===== src/rtl/fsm_bist_pkg.sv =====
// Shared types, constants and step functions for the fsm_mur BIST engine.
package fsm_bist_pkg;

    typedef enum logic [2:0] {
        StIdle,
        StInit,
        StRun,
        StDrain,
        StDone
    } bist_state_e;

    localparam int unsigned        MISR_W    = 16;
    localparam logic [MISR_W-1:0]  MISR_POLY = 16'h1021;
    // Feedback taps at bits 7,5,4,3 give a maximal-length (255) sequence.
    localparam logic [7:0]         LFSR_TAPS = 8'b1011_1000;

    function automatic logic [MISR_W-1:0] misr_step(input logic [MISR_W-1:0] sig,
                                                    input logic [3:0]        din);
        logic [MISR_W-1:0] shifted;
        shifted = {sig[MISR_W-2:0], 1'b0} ^ (sig[MISR_W-1] ? MISR_POLY : '0);
        return shifted ^ {{(MISR_W-4){1'b0}}, din};
    endfunction

    function automatic logic [7:0] lfsr_step(input logic [7:0] s);
        return {s[6:0], ^(s & LFSR_TAPS)};
    endfunction

endpackage


===== src/rtl/fsm_bist_engine_misr.sv =====
// 16-bit multiple-input signature register compacting 4-bit FSM responses.
module bist_misr16
    import fsm_bist_pkg::*;
(
    input  logic              clk,
    input  logic              rst_n,
    input  logic              clr_i,
    input  logic              en_i,
    input  logic [3:0]        data_i,
    output logic [MISR_W-1:0] sig_o
);

    logic [MISR_W-1:0] r_sig;

    // Signature register: clear wins over update.
    always_ff @(posedge clk or negedge rst_n) begin
        if (!rst_n) begin
            r_sig <= '0;
        end else if (clr_i) begin
            r_sig <= '0;
        end else if (en_i) begin
            r_sig <= misr_step(r_sig, data_i);
        end
    end

    assign sig_o = r_sig;

endmodule


===== src/rtl/fsm_bist_engine.sv =====
// BIST initiator for fsm_mur: drives LFSR patterns, compacts state responses.
module fsm_bist_engine
    import fsm_bist_pkg::*;
#(
    parameter int unsigned       N_PATTERNS = 255,
    parameter logic [7:0]        LFSR_SEED  = 8'hA5,
    parameter logic [MISR_W-1:0] GOLDEN_SIG = 16'h0000
) (
    input  logic              clk,
    input  logic              rst_n,
    input  logic              bist_start_i,
    input  logic              bist_abort_i,
    input  logic [3:0]        func_sig_i,
    input  logic [3:0]        state_i,
    output logic [3:0]        sig_o,
    output logic              fsm_clr_o,
    output logic              busy_o,
    output logic              done_o,
    output logic              pass_o,
    output logic [MISR_W-1:0] signature_o
);

    localparam int unsigned    CNT_W    = $clog2(N_PATTERNS + 1);
    localparam logic [CNT_W-1:0] CNT_LAST = CNT_W'(N_PATTERNS - 1);

    bist_state_e       r_state;
    bist_state_e       w_state_next;
    logic              r_start;
    logic [7:0]        r_lfsr;
    logic [CNT_W-1:0]  r_cnt;
    logic              r_pass;
    logic              w_busy;
    logic              w_clr;
    logic              w_misr_en;
    logic [3:0]        w_pattern;
    logic [MISR_W-1:0] w_sig;

    // Start is captured once per idle/done period; abort or busy discards it.
    always_ff @(posedge clk or negedge rst_n) begin
        if (!rst_n) begin
            r_start <= 1'b0;
        end else begin
            r_start <= bist_start_i & ~w_busy & ~bist_abort_i;
        end
    end

    // State register.
    always_ff @(posedge clk or negedge rst_n) begin
        if (!rst_n) begin
            r_state <= StIdle;
        end else begin
            r_state <= w_state_next;
        end
    end

    // Next-state and per-state controls; abort overrides every transition.
    always_comb begin
        w_state_next = r_state;
        w_busy       = 1'b0;
        w_clr        = 1'b0;
        w_misr_en    = 1'b0;
        w_pattern    = 4'h0;
        unique case (r_state)
            StIdle, StDone: begin
                if (r_start) w_state_next = StInit;
            end
            StInit: begin
                w_busy       = 1'b1;
                w_clr        = 1'b1;
                w_state_next = StRun;
            end
            StRun: begin
                w_busy       = 1'b1;
                w_misr_en    = 1'b1;
                w_pattern    = r_lfsr[3:0];
                if (r_cnt == CNT_LAST) w_state_next = StDrain;
            end
            StDrain: begin
                w_busy       = 1'b1;
                w_misr_en    = 1'b1;
                w_state_next = StDone;
            end
            default: w_state_next = StIdle;
        endcase
        if (bist_abort_i) w_state_next = StIdle;
    end

    // Pattern generator and pattern counter.
    always_ff @(posedge clk or negedge rst_n) begin
        if (!rst_n) begin
            r_lfsr <= LFSR_SEED;
            r_cnt  <= '0;
        end else if (r_state == StInit) begin
            r_lfsr <= LFSR_SEED;
            r_cnt  <= '0;
        end else if (r_state == StRun) begin
            r_lfsr <= lfsr_step(r_lfsr);
            r_cnt  <= r_cnt + CNT_W'(1);
        end
    end

    // Pass verdict sampled from the final signature as DONE is entered.
    always_ff @(posedge clk or negedge rst_n) begin
        if (!rst_n) begin
            r_pass <= 1'b0;
        end else if (bist_abort_i || (r_state == StInit)) begin
            r_pass <= 1'b0;
        end else if (r_state == StDrain) begin
            r_pass <= (misr_step(w_sig, state_i) == GOLDEN_SIG);
        end
    end

    bist_misr16 u_misr (
        .clk    (clk),
        .rst_n  (rst_n),
        .clr_i  (w_clr),
        .en_i   (w_misr_en),
        .data_i (state_i),
        .sig_o  (w_sig)
    );

    assign sig_o       = w_busy ? w_pattern : func_sig_i;
    assign fsm_clr_o   = w_clr;
    assign busy_o      = w_busy;
    assign done_o      = (r_state == StDone);
    assign pass_o      = r_pass;
    assign signature_o = w_sig;

endmodule


===== config.mk =====
export PLATFORM = sky130hd
export DESIGN_NAME = fsm_bist_engine
export DESIGN_NICKNAME = d
export VERILOG_FILES = /design/src/rtl/fsm_bist_pkg.sv /design/src/rtl/fsm_bist_engine_misr.sv /design/src/rtl/fsm_bist_engine.sv
export SDC_FILE = /design/constraint.sdc
export NUM_CORES = 1
export LEC_CHECK = 0
export ABC_AREA = 1
export ABC_CLOCK_PERIOD_IN_PS = 1800
export CORE_AREA = 5 5 68 70
export DETAILED_ROUTE_END_ITERATION = 10
export DIE_AREA = 0 0 73 75
export DONT_BUFFER_PORTS = 1
export PLACE_DENSITY = 0.75
export SYNTH_ARGS = -nofsm -noshare
export SYNTH_HDL_FRONTEND = slang
export SYNTH_HIERARCHICAL = 1
export SYNTH_SLANG_ARGS = --single-unit

===== constraint.sdc =====
create_clock -name clk -period 1.8 [get_ports clk]
set_input_delay 0.18 -clock clk [delete_from_list [all_inputs] [get_ports clk]]
set_output_delay 0.18 -clock clk [all_outputs]
set_load 0.01 [all_outputs]

### Word level (Yosys, flattened, before mapping)

Cells that the tools add are included.
Widths: inputs -> output; s select.

* input bits: 12
* register bits after elaboration: 37
* output and inout bits: 24

* eq/ne operators: 7
* $add $sub $neg: 1
* bitwise gates (word level): 6
* multiplexer cells: 18
* reductions and logical operators: 11

Operators by type and width (number)
* $mux 16: 2
* $mux 8: 4
* $logic_not 16->1: 1
* $xor 16x16->16: 1
* $xor 16x4->16: 1
* $mux 13: 1
* $pmux 3 s4: 1
* $mux 3: 3
* $add 8x1->8 const B: 1
* $eq 8x8->1 const B: 1
* $mux 4: 2
* $reduce_xor 8->1: 1
* $eq 3x2->1 const B: 2
* $ne 3x3->1 const B: 2
* $reduce_bool 2->1: 3
* $mux 1: 5
* $reduce_or 2->1: 2
* $eq 3x1->1 const B: 1
* $eq 3x3->1 const B: 1
* $logic_not 3->1: 1
* $reduce_or 3->1: 1
* $and 1x1->1: 2
* $not 1->1: 2
* $reduce_and 2->1: 1
* $logic_or 1x1->1: 1

### Longest topological paths before layout

Gate-level depths: netlist (run 1).

* depth after elaboration: 6
* mapped depth: 10
* depth with buffers taken out: 8

### Hierarchy

The synthesis (run 1) kept the hierarchy.

By module, submodules not included
* fsm_bist_engine: instances 1, area an instance 1231.2 um^2, cells each 154, seq. area each 530.5 um^2
* bist_misr16: instances 1, area an instance 718.2 um^2, cells each 91, seq. area each 400.4 um^2

### Least setup slack after synthesis (run 1)

OpenSTA, ideal clock, no wires.

* path type: flip-flop to flip-flop
* from: register r_state[2]
* to: register u_misr.r_sig[15], in the netlist u_misr/sig_o[15]
* setup slack: 101 ps
* stages on the path, launching flop included: 11
* data arrival time: 1634 ps
* path buffers: 3
* period minus slack after synthesis: 1699 ps
* library setup time: 65 ps
* cells stage by stage: dfrtp_1 buf_6 nor3_4 inv_4 buf_6 nand2_1 inv_2 nor2_4 buf_6 nand2_1 nand2_1

* longest elaborated chain between the ends: 4
* elaborated cells on any way between the ends: 8
* those cells by class: 3 x eq/ne; 3 x mux; 2 x reduce/logical

Ends and longest elaborated chain
* start, declared: RTL line fsm_bist_engine.sv:26 `bist_state_e r_state;`
* start signal, assigned: RTL line fsm_bist_engine.sv:50 `r_state <= StIdle;`
* start signal, assigned: RTL line fsm_bist_engine.sv:52 `r_state <= w_state_next;`
* $eq 3x2->1: RTL line fsm_bist_engine.sv:63 `unique case (r_state)`
* $reduce_or 2->1 (no line) (*)
* $mux 1 (*): RTL line fsm_bist_engine.sv:63
* via w_misr_en: RTL line fsm_bist_engine.sv:34 `logic w_misr_en;`
* $reduce_bool 2->1 (no line) (*)
* end signal, assigned: RTL line fsm_bist_engine_misr.sv:22 `r_sig <= misr_step(r_sig, data_i);`
* end, declared: RTL line fsm_bist_engine_misr.sv:13 `logic [MISR_W-1:0] r_sig;`

The timed path passes the listed nets; every way through them passes the cells marked *.
A chain may end at the register's enable or synchronous reset.

### Final worst setup path (run 1)

* from: register r_state[2]
* to: output sig_o[1]

* longest elaborated chain between the ends: 4
* elaborated cells on any way between the ends: 7
* those cells by class: 3 x eq/ne; 3 x mux; 1 x reduce/logical

Ends and longest elaborated chain
* $eq 3x1->1 or $eq 3x2->1 (tied branches): RTL line fsm_bist_engine.sv:63
* $reduce_or 3->1 (no line)
* $mux 1: RTL line fsm_bist_engine.sv:63
* $mux 4 (*): RTL line fsm_bist_engine.sv:122 `assign sig_o = w_busy ? w_pattern : func_sig_i;`
* end, declared: RTL line fsm_bist_engine.sv:15 `output logic [3:0] sig_o,`

Mark *: on every way between the ends. The rest lies on a longest branch, timed or not.

==> impl_metrics.toml, run 1 <==
[route]
avgViaCountPerCell = 5.15
drtIter0Drc = 126
drt-total-wl_um = 4140
remaining_drc_errors = 0
ant_nets = 0
num_vias = 1571
avgRoutedWirePerCell_um = 13.6
firstDrtPassIters = 4

[layout]
final_cell_mix = "nand2_1 (82), inv_1 (35), dfrtp_1 (32), nor2_1 (17), nand3_1 (15)"
antenna_cells = 0
final_common_cell = "nand2_1"
layout.nets = 268
drive_above_1_share = 0.141
area_growth_pct = 8.73
final_area_mm2 = 0.00212

[setup_path]
required_ps = 1620
cp_data_arrival_time_ps = 1470
end_kind = "output port"
startpoint_type = "register"
worstSetupPathType = "register to output port"
worstPathMaxFanout = 16

[floorplan]
std_cell_rows = 23
start_util = 0.498
die_h_um = 75
pin_count = 36
dieArea_mm2 = 0.00548
fp.dieW_um = 73
core_mm2 = 0.00391

[sta]
slew_headroom = 0.731
fin_crit_sh = 0.918
setup_viol_count_final = 0
report.final.slew_viol_count = 0
skew_ps = 7.00
rsz0062_at_grt = "no"
finalSetupTns_ps = 0
hold_viol = 0
max_freq_mhz = 605
tightest_slew_ps = 401
period_minus_slack_ps = 1650
worst_slack_ps = 148

[logic_synthesis]
synth_top_area_frac = 0.424
synth_top_area_cell = "dfrtp_1"
synthCells = 245
synth_xor_area_frac = 0.0225
synth_compound_area_frac = 0.113
seq_area_frac_synth = 0.478
synthTopCellsByArea = "dfrtp_1 (42%), nand2_1 (16%), inv_1 (6.9%), dfstp_2 (5.4%), nand3_1 (3.9%)"
yosys_register_bits = 37
synth_adder_area_share = 0.0128
muxShareOfSynthArea = 0
synth.avg_cell_area_um2 = 7.96
ys_warn_count = 6
synthSimpleGateAreaFrac = 0.277
netlist_area_mm2 = 0.00195
yosys.cell_types.count = 26
synth_top_family_by_area = "simple AND/OR/NAND/NOR gates"
synth_fp_nets = 259

[worst_hold_path]
min_path_type = "input port to register"

[cts]
cts-root-buf = "clkbuf_8"
cts_tree = "done"
cts_buffers = 5
cts.path.max_buffers = 2
clock_latency_ps = 290
h-tree-depth = 2
clk_pin_slew_worst_paths_ps = 70
cts_sinks = 37

[grt]
grt_use_total = 0.166
grt_overflow = 0
grt_pass1_wl_um = 6720
grt_pass1_vias = 1364
antenna_found_initial = 0
grt_max_degree = 38

[power]
vdd_ir_drop_max_mv = 0.883
p_leak_nw = 1.08
power_density_mw_per_mm2 = 1530
p_total_mw = 3.25

[placed_design]
postPlaceCellArea_mm2 = 0.00199
gp_congestion = 0.802
port-buffer-count = 0
place_ws_ps = 134
place_hpwl_um = 3000

[outcome]
outcome = "finished clean"

[job]
maxCapViolCount = 0
==> registers in the layout, indices dropped and copies added (netlist names) <==
| name | flops |
|---|---|
| r_lfsr | 8 |
| r_cnt | 8 |
| r_state | 3 |
| pass_o | 1 |
| u_misr/sig_o | 16 |
| r_start | 1 |
==> synthesized netlist by cell type (all sizes together) <==
library cell and number:
dfrtp 33, xor2 4, inv 39, buf 4, dfstp 4, a21oi 6
nand4 3, o21ai 21, ha 2, nor3 1, xnor2 1, nand2 85
nor2 20, o211ai 2, o22ai 4, nand3 15, nor3b 1
==> logic make-up after synthesis <==
kind of cell,after synthesis
adder cells (fa/ha/maj),2
AO/OA/AOI/OAI,33
AND/OR/NAND/NOR,125
XOR/XNOR,5
flip-flops,37
buffers and inverters,43
==> path summary, 6_finish.rpt <==
kind,startpoint,to,slack [ps],cells after the start
setup reg to reg,r_state[2],u_misr/sig_o[12],240,7
min in group asynchronous,rst_n,u_misr/sig_o[8],340,2
setup / recovery,r_state[2],sig_o[1],150,4
hold / removal,bist_start_i,r_start,40,2
max in group asynchronous,rst_n,r_lfsr[7],1200,2
hold reg to reg,r_lfsr[1],r_lfsr[2],510,2
==> worst max-delay path, cell delays in order, from the launching register on <==
cell and delay (ps):
dfrtp_2 480, nor3_4 260, inv_4 40, buf_4 200
o21ai_2 190
==> metal layers <==
metal | vias to the layer above | GRT usage | part of all wire
li1 | 784 | - | -
met1 | 724 | 0.227 | 0.46
met2 | 56 | 0.233 | 0.43
met3 | 7 | 0.0534 | 0.087
met4 | 0 | 0.0861 | 0.022
met5 | - | 0 | 0
==> metrics by stage <==
step	hold slack [ps]	utilization	instances
global route	48.8	0.542	305
detailed placement	-115	0.509	294
floorplan	-116	-	245
global placement	-115	0.509	294
finish	40.7	0.542	305
CTS	35.1	0.541	305
==> timing repair <==
action / in CTS / in global routing
setup endpoints to repair: 1 / 1
endpoints found under the hold margin: 40 / 0
hold buffers: 3 / 0
setup buffers: 0 / 0
resized for setup: 1 / 2
==> power breakdown <==
part           switching, mW  internal [mW]
clock                  0.292          0.268
sequential             0.235           1.08
combinational          0.935          0.444
==> final cells by class <==
cell class,count,area [um2]
Sequential cell,37,932
Timing Repair Buffer,6,62.6
Inverter,39,149
Clock buffer,6,72.6
Fill cell,386,1790
Tap cell,50,62.6
Multi-Input combinational cell,165,831
Clock inverter,2,10.0
No activity file was read; power rests on OpenSTA's default activity.
==> inputs of run 2 (changes only) <==
--- a/config.mk
+++ b/config.mk
@@ -7,11 +7,14 @@
 export LEC_CHECK = 0
 export ABC_AREA = 1
 export ABC_CLOCK_PERIOD_IN_PS = 1800
-export CORE_AREA = 5 5 68 70
+export CAP_MARGIN = 20
+export CELL_PAD_IN_SITES_DETAIL_PLACEMENT = 0
+export CELL_PAD_IN_SITES_GLOBAL_PLACEMENT = 1
+export CORE_AREA = 5 5 75 77
 export DETAILED_ROUTE_END_ITERATION = 10
-export DIE_AREA = 0 0 73 75
+export DIE_AREA = 0 0 80 82
 export DONT_BUFFER_PORTS = 1
-export PLACE_DENSITY = 0.75
+export PLACE_DENSITY = 0.81
 export SYNTH_ARGS = -nofsm -noshare
 export SYNTH_HDL_FRONTEND = slang
 export SYNTH_HIERARCHICAL = 1
==> run 2 against run 1 <==
Largest cell class unchanged. Flip-flop and latch count unchanged. Highest routed layer unchanged. Total power grew 4.0%. Sequential power is essentially flat. Sequential share of layout area shrank 1.6 points. Largest power group unchanged.
==> impl_metrics.toml, run 2 (synthesis results as in run 1) <==
[outcome]
outcome = "finished clean"

[cts]
h-tree-depth = 2
clk_pin_slew_worst_paths_ps = 70
cts_buffers = 5
cts_sinks = 37
cts.path.max_buffers = 2
clock_latency_ps = 280
cts-root-buf = "clkbuf_8"
cts_tree = "done"

[setup_path]
required_ps = 1620
rr_endpoint = "u_misr/sig_o[9]"
ff2ff_path_depth = 8
reg2reg_slack_ps = 280
worstSetupPathType = "register to output port"
worstPathMaxFanout = 16
startpoint_type = "register"
cp_data_arrival_time_ps = 1530
r2r-start = "r_state[2]"
end_kind = "output port"

[route]
firstDrtPassIters = 5
avgRoutedWirePerCell_um = 13.1
num_vias = 1513
avgViaCountPerCell = 4.61
drtIter0Drc = 82
drt-total-wl_um = 4290
ant_nets = 0
remaining_drc_errors = 0

[power]
power_density_mw_per_mm2 = 1540
p_total_mw = 3.38
vdd_ir_drop_max_mv = 0.531
p_leak_nw = 1.10

[floorplan]
die_h_um = 82
dieArea_mm2 = 0.00656
core_mm2 = 0.00494
std_cell_rows = 26
start_util = 0.394
pin_count = 36
fp.dieW_um = 80

[sta]
rsz0062_at_grt = "no"
worst_hold_slack_ps = 43.0
slew_headroom = 0.745
period_minus_slack_ps = 1710
max_freq_mhz = 585
fin_crit_sh = 0.950
hold_viol = 0
setup_viol_count_final = 0
skew_ps = 5.56
tightest_slew_ps = 382
report.final.slew_viol_count = 0
finalSetupTns_ps = 0

[placed_design]
place_hpwl_um = 2950
port-buffer-count = 0
dp_cells = 315
gp_congestion = 0.724

[grt]
grt_use_total = 0.146
grt_max_degree = 38
grt_pass1_vias = 1450
grt_pass1_wl_um = 7350
antenna_found_initial = 0
grt_overflow = 0

[worst_hold_path]
min_path_type = "input port to register"
min_from = "bist_abort_i"
hold_depth = 3
min_to = "r_start"

[job]
maxCapViolCount = 0

[layout]
fillers = 508
layout.nets = 272
final_common_cell = "nand2_1"
area_growth_pct = 12.8
final-instance-count-excl-fill = 328
largest_reg_flops = 16
drive_above_1_share = 0.140
final_cell_mix = "nand2_1 (82), inv_1 (36), dfrtp_1 (32), nor2_1 (18), nand3_1 (15)"
antenna_cells = 0
run 2: cell types whose count changed in the layout (fill, tap and decap cells not counted), sizes merged:
cell | before | now
buf | 4 | 7
clkbuf | 6 | 7
clkinv | 2 | 0
dlygate4sd3 | 2 | 3
run 2: per-stage QoR:
step                      setup WS (ps)  utilization  area (um2)
after floorplan                     101            -        1950
after global placement              204        0.410        2030
after detailed placement            153        0.410        2030
after CTS                          37.0        0.437        2160
after global routing              0.400        0.445        2200
final                              89.6        0.445        2200
run 2: layout make-up:
cell class / instances / area, um2 / area share
flip-flops and latches: 37 / 932 / 0.424
repair buffers: 10 / 108 / 0.0489
multi-input cells: 165 / 836 / 0.380
clock buffers: 7 / 86.3 / 0.0393
inverters: 39 / 149 / 0.0677
well taps: 70 / 87.6 / 0.0398
run 2: power by group:
group          switching, mW  leakage, nW  internal (mW)
Sequential             0.239        0.491           1.08
Combinational          0.962        0.564          0.519
Clock                  0.279       0.0443          0.304
Total                   1.48         1.10           1.90
run 2: critical path, stage by stage, from the launching register on:
cell,delay (ps)
dfrtp_2,480
nor3_4,260
inv_4,40
buf_4,210
o21ai_2,250
run 2: what timing repair did:
item | CTS | global route
hold buffers | 4 | 0
setup buffers | 0 | 2
endpoints found under the setup margin | 0 | 10
resized for setup | 0 | 2
endpoints found under the hold margin | 41 | 0
run 2: per-layer routing:
layer  vias up  GRT usage  wire length [um]
met1       692      0.196              2070
met5         -          0                 0
met2        23      0.213              1880
met3        10     0.0439               220
li1        788          -                 -
met4         0     0.0760               114
run 2: how the worst max path moves through the flow:
stage / depth (start not counted) / from / end
detailed placement: 7 / r_state[2] / u_misr/sig_o[12]
global route: 4 / r_state[2] / sig_o[2]
CTS: 4 / r_state[2] / sig_o[1]
floorplan: 10 / r_state[2] / u_misr/sig_o[15]
finish: 4 / r_state[2] / sig_o[2]
global placement: 7 / r_state[2] / u_misr/sig_o[2]
